File: src/rtl/fb_scroll_ctrl.sv
// fb_scroll_ctrl: frame buffer owner; clears it, serves raster reads and copies waterfall lines in blanking.
// Define FB_FREEZE_EN to add a freeze input that suspends scroll stepping.
module fb_scroll_ctrl #(
  parameter int H_VISIBLE  = 320,
  parameter int V_VISIBLE  = 240,
  parameter int LINE_LEN   = 320,
  parameter int SCROLL_DIV = 4,
  parameter int ADDR_W     = 17,
  parameter int BIN_AW     = 9
) (
  input  logic              pixclk,
  input  logic              resetn,
  input  logic [8:0]        x,
  input  logic [7:0]        y,
  input  logic              lower_blank,
  input  logic              line_req,
`ifdef FB_FREEZE_EN
  input  logic              freeze,
`endif
  output logic              line_ack,
  output logic [BIN_AW-1:0] bin_raddr,
  output logic              bin_ren,
  input  logic [7:0]        bin_rdata,
  output logic [ADDR_W-1:0] fb_addr,
  output logic [7:0]        fb_wdata,
  output logic              fb_we,
  output logic [7:0]        y_offset,
  output logic              clear_done,
  output logic              overrun
);
  typedef enum logic [1:0] {CLEAR, VIDEO, WRITE_LINE, WAIT_END} state_t;
  localparam int SD_W = (SCROLL_DIV > 1) ? $clog2(SCROLL_DIV) : 1;
  localparam logic [SD_W-1:0]   SD_LAST  = SD_W'(SCROLL_DIV - 1);
  localparam logic [ADDR_W-1:0] FB_WORDS = ADDR_W'(H_VISIBLE * V_VISIBLE);
  localparam logic [ADDR_W-1:0] LL       = ADDR_W'(LINE_LEN);
  localparam logic [8:0]        V_ROWS   = 9'(V_VISIBLE);
  localparam logic [7:0]        V_LAST   = 8'(V_VISIBLE - 1);
  state_t state, state_d;
  logic [ADDR_W-1:0] cnt, cnt_nx, vid_addr, wr_addr;
  logic [SD_W-1:0] scroll_div;
  logic [8:0] sum, row;
  logic pend, lb_q, lb_rise, frz, due, go_write, clear_end, wl_end;
  // Shift-add keeps the common 320-wide stride free of a multiplier.
  function automatic logic [ADDR_W-1:0] row_base(input logic [ADDR_W-1:0] r);
    return (H_VISIBLE == 320) ? (r << 8) + (r << 6) : r * ADDR_W'(H_VISIBLE);
  endfunction
`ifdef FB_FREEZE_EN
  assign frz = freeze;
`else
  assign frz = 1'b0;
`endif
  assign cnt_nx    = cnt + 1'b1;
  assign lb_rise   = lower_blank & ~lb_q;
  assign due       = scroll_div == SD_LAST;
  assign go_write  = lb_rise & ~frz & due & (pend | line_req);
  assign clear_end = cnt == FB_WORDS;
  assign wl_end    = cnt == LL;
  assign sum       = {1'b0, y} + {1'b0, y_offset};
  assign row       = (sum >= V_ROWS) ? sum - V_ROWS : sum;
  assign vid_addr  = ADDR_W'(x) + row_base(ADDR_W'(row));
  assign wr_addr   = row_base(ADDR_W'(y_offset)) + cnt;
  // Bin data arrives one cycle after the read, exactly when its write is issued.
  assign fb_wdata  = (state == WRITE_LINE && fb_we) ? bin_rdata : 8'd0;
  always_comb begin
    state_d = state;
    case (state)
      CLEAR:      state_d = clear_end ? VIDEO : CLEAR;
      VIDEO:      state_d = (lb_rise & ~frz) ? (go_write ? WRITE_LINE : WAIT_END) : VIDEO;
      WRITE_LINE: state_d = wl_end ? WAIT_END : WRITE_LINE;
      WAIT_END:   state_d = lower_blank ? WAIT_END : VIDEO;
    endcase
  end
  always_ff @(posedge pixclk or negedge resetn)
    if (!resetn) state <= CLEAR;
    else state <= state_d;
  always_ff @(posedge pixclk or negedge resetn) begin
    if (!resetn) begin
      fb_addr    <= '0;
      fb_we      <= 1'b0;
      bin_raddr  <= '0;
      bin_ren    <= 1'b0;
      line_ack   <= 1'b0;
      y_offset   <= 8'd0;
      clear_done <= 1'b0;
      overrun    <= 1'b0;
      scroll_div <= '0;
      pend       <= 1'b0;
      lb_q       <= 1'b0;
      cnt        <= '0;
    end else begin
      lb_q     <= lower_blank;
      line_ack <= 1'b0;
      pend     <= line_req | (pend & ~(state == WRITE_LINE && wl_end));
      case (state)
        CLEAR: begin
          fb_we      <= ~clear_end;
          fb_addr    <= cnt;
          cnt        <= cnt_nx;
          clear_done <= clear_end;
        end
        VIDEO: begin
          fb_we   <= 1'b0;
          fb_addr <= vid_addr;
          if (lb_rise && !frz) scroll_div <= due ? '0 : scroll_div + 1'b1;
          if (go_write) begin
            cnt       <= '0;
            bin_ren   <= 1'b1;
            bin_raddr <= '0;
          end
        end
        WRITE_LINE: begin
          overrun   <= overrun | ~lower_blank;
          cnt       <= cnt_nx;
          bin_ren   <= cnt_nx < LL;
          bin_raddr <= BIN_AW'(cnt_nx);
          fb_we     <= ~wl_end;
          fb_addr   <= wr_addr;
          if (wl_end) begin
            line_ack <= 1'b1;
            y_offset <= (y_offset == V_LAST) ? 8'd0 : y_offset + 8'd1;
          end
        end
        WAIT_END: fb_we <= 1'b0;
      endcase
    end
  end
endmodule

File: config.mk
export PLATFORM = sky130hd
export DESIGN_NAME = fb_scroll_ctrl
export DESIGN_NICKNAME = d
export VERILOG_FILES = /design/src/rtl/fb_scroll_ctrl.sv
export SDC_FILE = /design/constraint.sdc
export NUM_CORES = 1
export LEC_CHECK = 0
export BUFFER_PORTS_ARGS = -buffer_cell sky130_fd_sc_hd__buf_2
export CORE_ASPECT_RATIO = 0.75
export CORE_MARGIN = 2
export CORE_UTILIZATION = 55
export CTS_BUF_LIST = sky130_fd_sc_hd__clkbuf_16
export CTS_CLUSTER_SIZE = 16
export DETAILED_ROUTE_END_ITERATION = 8
export MAX_ROUTING_LAYER = met4
export PLACE_DENSITY_LB_ADDON = 0.1
export REMOVE_ABC_BUFFERS = 1
export SYNTH_ARGS = -nofsm -noshare
export SYNTH_HDL_FRONTEND = slang
export SYNTH_SLANG_ARGS = --single-unit
File: constraint.sdc
create_clock -name pixclk -period 7.2 [get_ports pixclk]
set_input_delay 1.44 -clock pixclk [delete_from_list [all_inputs] [get_ports pixclk]]
set_output_delay 1.44 -clock pixclk [all_outputs]
set_load 0.005 [all_outputs]
* After elaboration in Yosys (flattened, before gate mapping)
Cells that the tools add are included.
** Storage, ports and cells
- Register bits :: 62
- Word-level logic and storage cells :: 76
- Output and inout bits :: 47
** Operators by class
- Bitwise logic cells :: 12
- Reduce and logical (&&, ||, !) cells :: 12
- Magnitude comparators :: 2
- Add/subtract/negate cells :: 9
- Eq/ne operators :: 8
- Mux-type cells :: 20
** Operators by type and width (number)
- 17-bit case mux with 3 select lines :: 1
- 17-bit case mux with 2 select lines :: 1
- 9-bit two-way mux :: 2
- 9-bit case mux with 2 select lines :: 1
- 16-bit by 14-bit adder with 17-bit output :: 1
- 17-bit by 1-bit adder with 17-bit output, second input constant :: 1
- 17-bit by 15-bit adder with 17-bit output :: 1
- 17-bit adder :: 1
- 9-bit by 17-bit adder with 17-bit output :: 1
- 17-bit equality test, second input constant :: 1
- 17-bit by 9-bit equality test with 1-bit output, second input constant :: 1
- 17-bit by 9-bit less-than comparator with 1-bit output, second input constant :: 1
- 17-bit two-way mux :: 1
- 8-bit two-way mux :: 2
- 8-bit by 8-bit adder with 9-bit output :: 1
- 9-bit by 8-bit >= comparator with 1-bit output, second input constant :: 1
- 9-bit by 8-bit subtractor with 9-bit output, second input constant :: 1
- 8-bit by 1-bit adder with 8-bit output, second input constant :: 1
- 8-bit equality test, second input constant :: 1
- 2-bit case mux with 4 select lines :: 1
- 2-bit AND reduction :: 4
- 2-bit equality test, second input constant :: 3
- 1-bit two-way mux :: 6
- 2-bit two-way mux :: 3
- 13 further kinds :: 25

* Depth between registers and ports, before layout
- Word-level depth :: 7
- Gate-level depth with buffers :: 19
- Depth with buffers taken out :: 19

* Least setup slack after synthesis
Ideal clock, no wire load.
- Path type :: input -> register
- Start :: input port y[0]
- End :: register fb_addr[14]
- Cell stages on the path :: 18
- Required time :: 7.066 ns
- Path slack :: 1.473 ns
- Path buffers :: 0
- Arrival :: 5.593 ns
- Cell sequence :: ha_1 fa_1 a21o_1 a21oi_1 xnor2_2 ha_1 nand4b_1 a211o_2 nand2_2 mux2_1 ha_1 ha_1 o21a_1 a2111oi_0 nor3_1 xnor2_1 a221oi_1 o31ai_1
** Between the ends
- Longest elaborated chain between the ends :: 6
** RTL lines
- start, declared :: RTL line 14 : input logic [7:0] y,
- 8-bit by 8-bit adder with 9-bit output (*) :: RTL line 58 : assign sum = {1'b0, y} + {1'b0, y_offset};
- 9-bit by 8-bit subtractor with 9-bit output / 9-bit by 8-bit >= comparator with 1-bit output (equally long branches) :: RTL line 59 : assign row = (sum >= V_ROWS) ? sum - V_ROWS : sum;
- 9-bit two-way mux (*) :: RTL line 59
- 17-bit by 15-bit adder with 17-bit output (*) :: RTL line 45 : return (H_VISIBLE == 320) ? (r << 8) + (r << 6) : r * ADDR_W'(H_VISIBLE);
- 9-bit by 17-bit adder with 17-bit output (*) :: RTL line 60 : assign vid_addr = ADDR_W'(x) + row_base(ADDR_W'(row));
- 17-bit case mux with 3 select lines (*) :: RTL line 94 : case (state)
- end signal, assigned :: RTL line 97 : fb_addr <= cnt;
- end signal, assigned :: RTL line 103 : fb_addr <= vid_addr;
- end signal, assigned :: RTL line 117 : fb_addr <= wr_addr;
- end, declared :: RTL line 24 : output logic [ADDR_W-1:0] fb_addr,
Every way passes the cells marked *; elsewhere a longest branch is shown, timed or not.
A chain may end at the register's enable or synchronous reset.

* Worst setup path after layout
Ends and elaborated chain as after synthesis.

==> results by group <==
Status
  • Status: finished, final reports clean

Clocking
  • Clock root buffer: clkbuf_16
  • Later-pin clock latency in the skew report: approximately 0.33 ns
  • Hold Buf Count CTS: 0
  • Setup Buffers After CTS: 0
  • TritonCTS clock tree: yes
  • TritonCTS Sinks: 62
  • H-tree Lvls: 3
  • Cts repair resizes: 0
  • Reg clk slew, reported paths: ~0.050 ns
  • CTS Buf Count: 9
  • CTS max path bufs: 2

Worst setup path
  • Worst Path Buf+Inv: 1
  • Crit path arrival time: ~6.1 ns
  • Worst Setup Start Kind: primary input
  • CP top delay family: adder cells
  • Crit-path max cell delay: around 0.44 ns
  • Worst r2r src: y_offset[0]
  • Cell Chain, Critical Path: buf_2, ha_1, fa_1, a21o_1, a21oi_1, xnor2_2, ha_1, nand4b_1, a211o_2, nand2_2, mux2_1, ha_1, ha_1, o21a_1, a2111oi_0, nor3_1, xnor2_1, a221oi_1, o31ai_1
  • Worst-path fanout max: 7
  • Crit path top cell by count: ha_1
  • Crit Path Class: primary input to flip-flop
  • Crit end category: flip-flop
  • Critical Path Slowest Stage Cell: fa_1
  • CP startpoint: y[0]
  • Critical Path RT: ~7.4 ns

Yosys
  • Syn Inst Count: 593
  • Yosys top cell area share: 0.3045
  • Netlist cell types: approximately 70
  • Post-synth EDFFs: 0
  • Main flop type after synthesis: dfrtp_1
  • Sequential element share of the synthesized area: 0.3045
  • Synthesis-stage register bit count: 62
  • Area leader, netlist: dfrtp_1
  • Async SR Flop Fraction: 1.000
  • Synth Area per Inst: 8.592 sq um
  • Mapped Area: around 5000 sq um
  • Synth area leaders: dfrtp_1, ha_1, o21ai_0, nand2_1, fa_1
  • Yosys warns: 0

Die
  • Height of the die: 87.35 microns
  • Placement row count: 30
  • Die area: 10060 sq um
  • Core area: 9009 sq um
  • Chip width: roughly 120 microns
  • Starting Density: 0.5656
  • IO Count: 76

Detailed routing
  • Avg WL per Cell: 17.22 microns
  • Via density: a little over 6
  • # DRC: 0
  • Number of detailed-route iterations in the first pass: 6
  • DRT Wirelength: around 13000 microns
  • Vias: about 4700
  • Final ANT Viol Nets: 0
  • Drt initial violations: ~310

Power
  • Leak Pwr: ~0.0028 uW
  • PwrDens: ~190 nW/um^2
  • Peak supply drop: around 0.13 mV
  • Tot Pwr: about 1100 uW

Layout
  • Final instance area: about 5800 sq um
  • Layout area overhead: 12.94%
  • Nets@finish: ~740
  • Diodes inserted: 0
  • Layout cells sized above 1: 0.1570

Placement
  • Dpl ws: between 0.9 and 1 ns
  • # port buffers: 75
  • Final GP Congestion: 0.8736
  • Post-detail-place hpwl: between 9000 and 10000 microns
  • Placed inst area: roughly 5500 sq um

STA
  • Setup TNS: 0 ns
  • Final worst slack: between 1 and 1.5 ns
  • Final Hold Vio Count: 0
  • Final setup viols: 0
  • Worst slew pin tran: around 1.2 ns
  • Minimum clock period: 5.929 ns
  • Pins Over Slew Limit: 0
  • WHS: ~0.47 ns
  • Ratio of final minimum period to clock period: 0.8234
  • Max Freq: between 150 and 200 MHz
  • Worst clock skew: around 0.0062 ns
  • Slew HR: 0.1793
  • RSZ-0062 raised after global routing: false

Min path
  • HP Start: bin_raddr[0]
  • HP Class: flip-flop to flip-flop

Global routing
  • Largest net degree at the start of global routing: 63
  • Vias in the first global route: between 4000 and 5000
  • GRT Util Overall: 0.2808
  • Congestion Overflow GR: 0
  • First-pass GRT wire length: approximately 21000 microns
  • Initial antenna violation count: 0

Job
  • Max Cap Viol: 0
==> area by class of cell <==
type	instances	area (sq um)
Multi-Input combinational cell	468	3299
Fill cell	822	3254
Sequential cell	62	1551
Timing Repair Buffer	76	382.9
Clock buffer	9	225.2
Tap cell	112	140.1
Inverter	35	131.4
Clock inverter	6	23.77
==> layout by cell type, fill, tap and decap left out, drive strengths merged, types with 16 or more instances in the layout <==
cell type	synthesis	final
ha	46	46
nor2	44	44
nor3	16	16
a21oi	21	21
o21ai	52	52
buf	4	76
o31ai	16	16
nand3	23	23
dfrtp	62	62
nand2	65	65
xnor2	18	18
inv	34	37
==> cell usage after synthesis, types with 15 or more instances <==
| cell type | count |
|---|---|
| nand2_1 | 63 |
| dfrtp_1 | 62 |
| o21ai_0 | 51 |
| ha_1 | 46 |
| nor2_1 | 44 |
| inv_1 | 34 |
| clkbuf_1 | 24 |
| nand3_1 | 23 |
| a21oi_1 | 20 |
| xnor2_1 | 17 |
| o31ai_1 | 16 |
| nor3_1 | 15 |
==> sequential cells by signal, summed over array words and instances, names as in the netlist <==
name	cells
fb_we	1
y_offset	8
bin_ren	1
bin_raddr	9
clear_done	1
overrun	1
fb_addr	17
lb_q	1
line_ack	1
state	2
cnt	17
pend	1
scroll_div	2
==> metal layers <==
layer	vias up	part of all wire	GRT usage
met1	2177	0.51	0.4281
met4	0	0.0084	0.05805
met5	-	0	-
met2	210	0.40	0.3759
li1	2281	-	-
met3	15	0.083	0.06541
==> final timing paths <==
path                                end  slack [ns]  cells past startpoint
max                         fb_addr[14]        1.27                     19
min                        bin_raddr[0]        0.47                      2
max reg2reg                 fb_addr[14]        1.87                     18
min reg2reg                bin_raddr[0]        0.47                      2
max in group asynchronous   y_offset[3]        5.39                      2
min in group asynchronous   fb_addr[15]        1.27                      2
==> stage by stage <==
stage                       util  cells
after global placement    0.6111    753
after CTS                 0.6388    768
after floorplan                -    565
after global routing      0.6388    768
after detailed placement  0.6111    753
final                     0.6388    768
==> worst register-to-register path: cells and delay by family (launching register included) <==
kind            cells  cell delay [ns]
compound gates      7             1.70
xor+xnor            2             0.40
fa+ha+maj           5             1.80
flops               1             0.54
mux                 1             0.37
simple gates        3             0.38
==> cells by family after synthesis <==
kind of cell               after synthesis  synth area share
AOI/OAI and AO/OA                      170            0.2309
xor gates and xnor gates                31           0.05476
adders and majority gates               56            0.1523
buffers and inverters                   63           0.04789
DFF                                     62            0.3045
muxes                                    6           0.01252
and+or+nand+nor                        205            0.1972
==> power breakdown <==
group	switching, uW	internal, uW	leakage (uW)
logic	133	122	0.00187
clock network	146	223	0.000134
registers	69.7	397	0.000816
Note: power is estimated with default switching activity, not from simulation.
